===== config.mk =====
export PLATFORM = sky130hd
export DESIGN_NAME = pwm_encoder
export DESIGN_NICKNAME = d
export VERILOG_FILES = /design/src/rtl/pwm4sdr_pkg.sv /design/src/rtl/pwm_frame_counter.sv /design/src/rtl/pwm_encoder.sv
export SDC_FILE = /design/constraint.sdc
export NUM_CORES = 1
export LEC_CHECK = 0
export ABC_AREA = 1
export BUFFER_PORTS_ARGS = -buffer_cell sky130_fd_sc_hd__buf_2
export CAP_MARGIN = 0
export CORE_ASPECT_RATIO = 1.75
export CORE_MARGIN = 10
export CORE_UTILIZATION = 50
export DETAILED_ROUTE_END_ITERATION = 8
export PLACE_DENSITY = 0.73
export SKIP_LAST_GASP = 1
export SYNTH_ARGS = -nofsm -noshare
export SYNTH_HDL_FRONTEND = slang
export SYNTH_SLANG_ARGS = --single-unit

===== constraint.sdc =====
create_clock -name clk -period 3.55 [get_ports clk]
set_input_delay 0.71 -clock clk [delete_from_list [all_inputs] [get_ports clk]]
set_output_delay 0.71 -clock clk [all_outputs]
set_load 0.02 [all_outputs]

===== src/rtl/pwm4sdr_pkg.sv =====
// pwm4sdr_pkg: sample-link constants and types shared by the PWM encoder and the decoder/latch side
package pwm4sdr_pkg;
  localparam int SAMPLE_W_DEF = 8;
  localparam int MIDSCALE = 2 ** (SAMPLE_W_DEF - 1);
  typedef logic signed [SAMPLE_W_DEF-1:0] sample_t;
endpackage


===== src/rtl/pwm_frame_counter.sv =====
// pwm_frame_counter: tick prescaler plus frame phase counter, flags the first tick of each frame
module pwm_frame_counter import pwm4sdr_pkg::*; #(
  parameter int SAMPLE_W = SAMPLE_W_DEF,
  parameter int PRESCALE = 1
) (
  input  logic                clk,
  input  logic                reset_n,
  input  logic                enable,
  output logic [SAMPLE_W-1:0] phase_o,
  output logic                boundary_o
);
  localparam int TW = PRESCALE > 1 ? $clog2(PRESCALE) : 1;
  logic [TW-1:0] tick_q, tick_d;
  logic [SAMPLE_W-1:0] phase_q, phase_d;
  logic tick_wrap;
  always_comb begin
    tick_wrap = tick_q == TW'(PRESCALE - 1);
    tick_d = !enable || tick_wrap ? '0 : tick_q + 1'b1;
    phase_d = !enable ? '0 : tick_wrap ? phase_q + 1'b1 : phase_q;
  end
  always_ff @(posedge clk) begin
    if (!reset_n) begin
      tick_q <= '0;
      phase_q <= '0;
    end else begin
      tick_q <= tick_d;
      phase_q <= phase_d;
    end
  end
  assign phase_o = phase_q;
  assign boundary_o = enable && phase_q == '0 && tick_q == '0;
endmodule


===== src/rtl/pwm_encoder.sv =====
// pwm_encoder: turns a valid/ready stream of signed samples into one PWM frame per sample
module pwm_encoder import pwm4sdr_pkg::*; #(
  parameter int SAMPLE_W = SAMPLE_W_DEF,
  parameter int PRESCALE = 1
) (
  input  logic                       clk,
  input  logic                       reset_n,
  input  logic                       enable,
  input  logic signed [SAMPLE_W-1:0] data_in,
  input  logic                       data_valid,
  output logic                       data_ready,
  output logic                       pwm_out,
  output logic                       frame_start,
  output logic                       underrun,
  input  logic                       underrun_clr
);
  logic [SAMPLE_W-1:0] phase, duty;
  logic boundary, take;
  logic signed [SAMPLE_W-1:0] hold_q, hold_d, active_q, active_d;
  logic hold_full_q, hold_full_d, pwm_q, pwm_d, fs_q, underrun_q, underrun_d;
  pwm_frame_counter #(.SAMPLE_W(SAMPLE_W), .PRESCALE(PRESCALE)) u_cnt (
    .clk(clk),
    .reset_n(reset_n),
    .enable(enable),
    .phase_o(phase),
    .boundary_o(boundary)
  );
  // duty is taken from the next active sample so the first cycle of a frame already uses it
  always_comb begin
    take = data_valid & ~hold_full_q;
    active_d = boundary & hold_full_q ? hold_q : active_q;
    hold_d = take ? data_in : hold_q;
    hold_full_d = take | (hold_full_q & ~boundary);
    underrun_d = (boundary & ~hold_full_q) | (underrun_q & ~underrun_clr);
    duty = {~active_d[SAMPLE_W-1], active_d[SAMPLE_W-2:0]};
    pwm_d = enable & (phase < duty);
  end
  always_ff @(posedge clk) begin
    if (!reset_n) begin
      hold_q <= '0;
      active_q <= '0;
      hold_full_q <= 1'b0;
      pwm_q <= 1'b0;
      fs_q <= 1'b0;
      underrun_q <= 1'b0;
    end else begin
      hold_q <= hold_d;
      active_q <= active_d;
      hold_full_q <= hold_full_d;
      pwm_q <= pwm_d;
      fs_q <= boundary;
      underrun_q <= underrun_d;
    end
  end
  assign data_ready = ~hold_full_q;
  assign pwm_out = pwm_q;
  assign frame_start = fs_q;
  assign underrun = underrun_q;
endmodule


==> metrics <==
status finished, final reports clean; Final min period 2.222 ns; Critical Path Source Type flip-flop; commonest cells after routing, fill and taps aside nor2_1 (29), dfxtp_1 (29), nand2_1 (21); LEAKAGE 0.7304 nW; CP Capture Type flip-flop; nets@finish 202; area of the core 2492 um2; antenna violations before repair 0; Tot GR Track Use 11.38%; Worst EP required 3.78 ns; dpl cells 199; post-synthesis cell area 1289 um2; vias in the first global route 1,032; Worst-path clk slew 0.06 ns; Worst Hold Class reg2reg; DRT Pass-1 Iters 4; area grow syn2layout 15.15%; IO Pins 17; max_cap viols 0; cts hold-fix bufs 0; ant diodes 0; syn_nets 180; die area 5088 um2; Fillers 226; Chip Width 58.38 um; fin area 1484 um2; input/output buffers 16; Arr. time, crit path 2.45 ns; register area share after synthesis 45.05%; clk buf depth 2; drt initial violations 13; Avg Vias per Cell 5.048; worst-skew pair later-pin latency 0.29 ns; clk sink count 29; Synth Warn # 0; post-detail-place hpwl 2051 um; Avg Inst Size Synth 8.157 um2; RSZ-0062 raised after global routing no; initial core utilization 51.71%; critical path class reg2reg; final setup vio count 0; Hold WS 0.4673 ns; num rows 24; drt total wl 2574 um; Chip Height 87.16 um; gp weighted congestion 0.7690; synthesized flop and latch total 29; Final Hold Fails 0; CTS tree yes; Worst VDD drop 0.2170 mV; drt wl/cell 12.43 um; Final Power 673.8 uW; largest net degree at the start of global routing 13; FMAX 450.1 MHz; Routed Antenna Nets 0; vias 1,045; share of post-route cells with drive strength above 1 16.57%; clk_skew 0.004730 ns; cell count after synthesis 158; clock tree root driver cell clkbuf_8; worst-path fanout max 9; Placed Area 1398 um2; post-cts sizing count 0; H-tree depth 2; global-route wire length before repair 4491 um; Slew Viols, Final 0; power per cell area 454.1 nW/um2; post-synth cell types 26; Post CTS Setup Buffer Count 0; Tcrit/Tclk final 62.59%; non-filler instance count after layout 207; Setup TNS Final 0 ns; CTS Buf Count 5; grt ovf 0; drt drc 0
==> logic make-up after synthesis <==
| logic type | synth area share (%) |
|---|---|
| compound gates | 10.00 |
| mux | 4.660 |
| flops | 45.05 |
| other cells | 0.2910 |
| simple gates | 24.86 |
| fa+ha+maj | 8.738 |
| buf+inv | 6.407 |
==> flip-flops by register name, summed over array words and instances, names as in the netlist <==
register / count
hold_full_q: 1
u_cnt.phase_o: 8
underrun: 1
pwm_out: 1
u_cnt.tick_q: 1
hold_q: 8
active_q: 8
frame_start: 1
==> layer usage <==
metal	routed length [um]	track usage, %
met1	957	9.966
met4	78	5.794
met5	0	0
met3	157	5.556
met2	1380	20.37
==> final timing paths <==
kind / cells after the start / startpoint / slack (ns) / end
worst max-delay path: 13 / u_cnt.phase_o[0] / 1.33 / pwm_out
worst min-delay path: 2 / hold_q[0] / 0.47 / hold_q[0]
worst max register to register: 13 / u_cnt.phase_o[0] / 1.33 / pwm_out
worst min register to register: 2 / hold_q[0] / 0.47 / hold_q[0]
==> cell type report <==
class	instances	area, um2	area share [%]
well taps	26	32.53	2.192
flip-flops and latches	29	580.6	39.12
inverters	21	78.83	5.312
multi-input cells	107	625.6	42.16
repair buffers	16	80.08	5.396
clock inverters	3	17.52	1.180
clock buffers	5	68.82	4.637
==> cell usage after synthesis <==
cell / n / area [um2]
dfxtp_1: 29 / 580.6
nor2_1: 29 / 108.9
nand2_1: 21 / 78.83
inv_1: 18 / 67.56
ha_1: 9 / 112.6
o21ai_0: 9 / 45.04
a21oi_1: 7 / 35.03
mux2i_1: 6 / 60.06
nand3_1: 4 / 20.02
nor3_1: 4 / 20.02
nor3b_1: 4 / 30.03
a211oi_1: 3 / 22.52
clkinv_1: 2 / 7.510
a21oi_2: 1 / 8.760
a32o_1: 1 / 10.01
and3_1: 1 / 6.260
clkbuf_1: 1 / 3.750
conb_1: 1 / 3.750
inv_2: 1 / 3.750
nand2_2: 1 / 6.260
nand3_4: 1 / 17.52
nand4_1: 1 / 6.260
nor2_4: 1 / 11.26
o211ai_1: 1 / 7.510
or2_1: 1 / 6.260
or2_4: 1 / 8.760
==> through the flow <==
stage / setup slack [ns] / utilization [%]
floorplan: 1.390 / -
global placement: 1.207 / 56.07
detailed placement: 1.128 / 56.07
CTS: 1.336 / 59.54
global route: 1.102 / 59.54
finish: 1.328 / 59.54
==> where the power goes <==
| part | total [mW] | switching [mW] | internal (mW) |
|---|---|---|---|
| Sequential | 0.347 | 0.00789 | 0.339 |
| Clock | 0.265 | 0.131 | 0.135 |
| Combinational | 0.0613 | 0.0381 | 0.0233 |
==> worst max-delay path, stage by stage, from the launching register on <==
cell,delay [ns]
dfxtp_1,0.32
inv_1,0.12
ha_1,0.16
nand2_1,0.05
nor2_1,0.23
nand3_4,0.20
inv_2,0.11
or2_1,0.10
inv_1,0.05
a21oi_1,0.12
ha_1,0.26
a211oi_1,0.21
nand3_1,0.12
a21oi_2,0.11
Note: power is estimated with default switching activity, not from simulation.
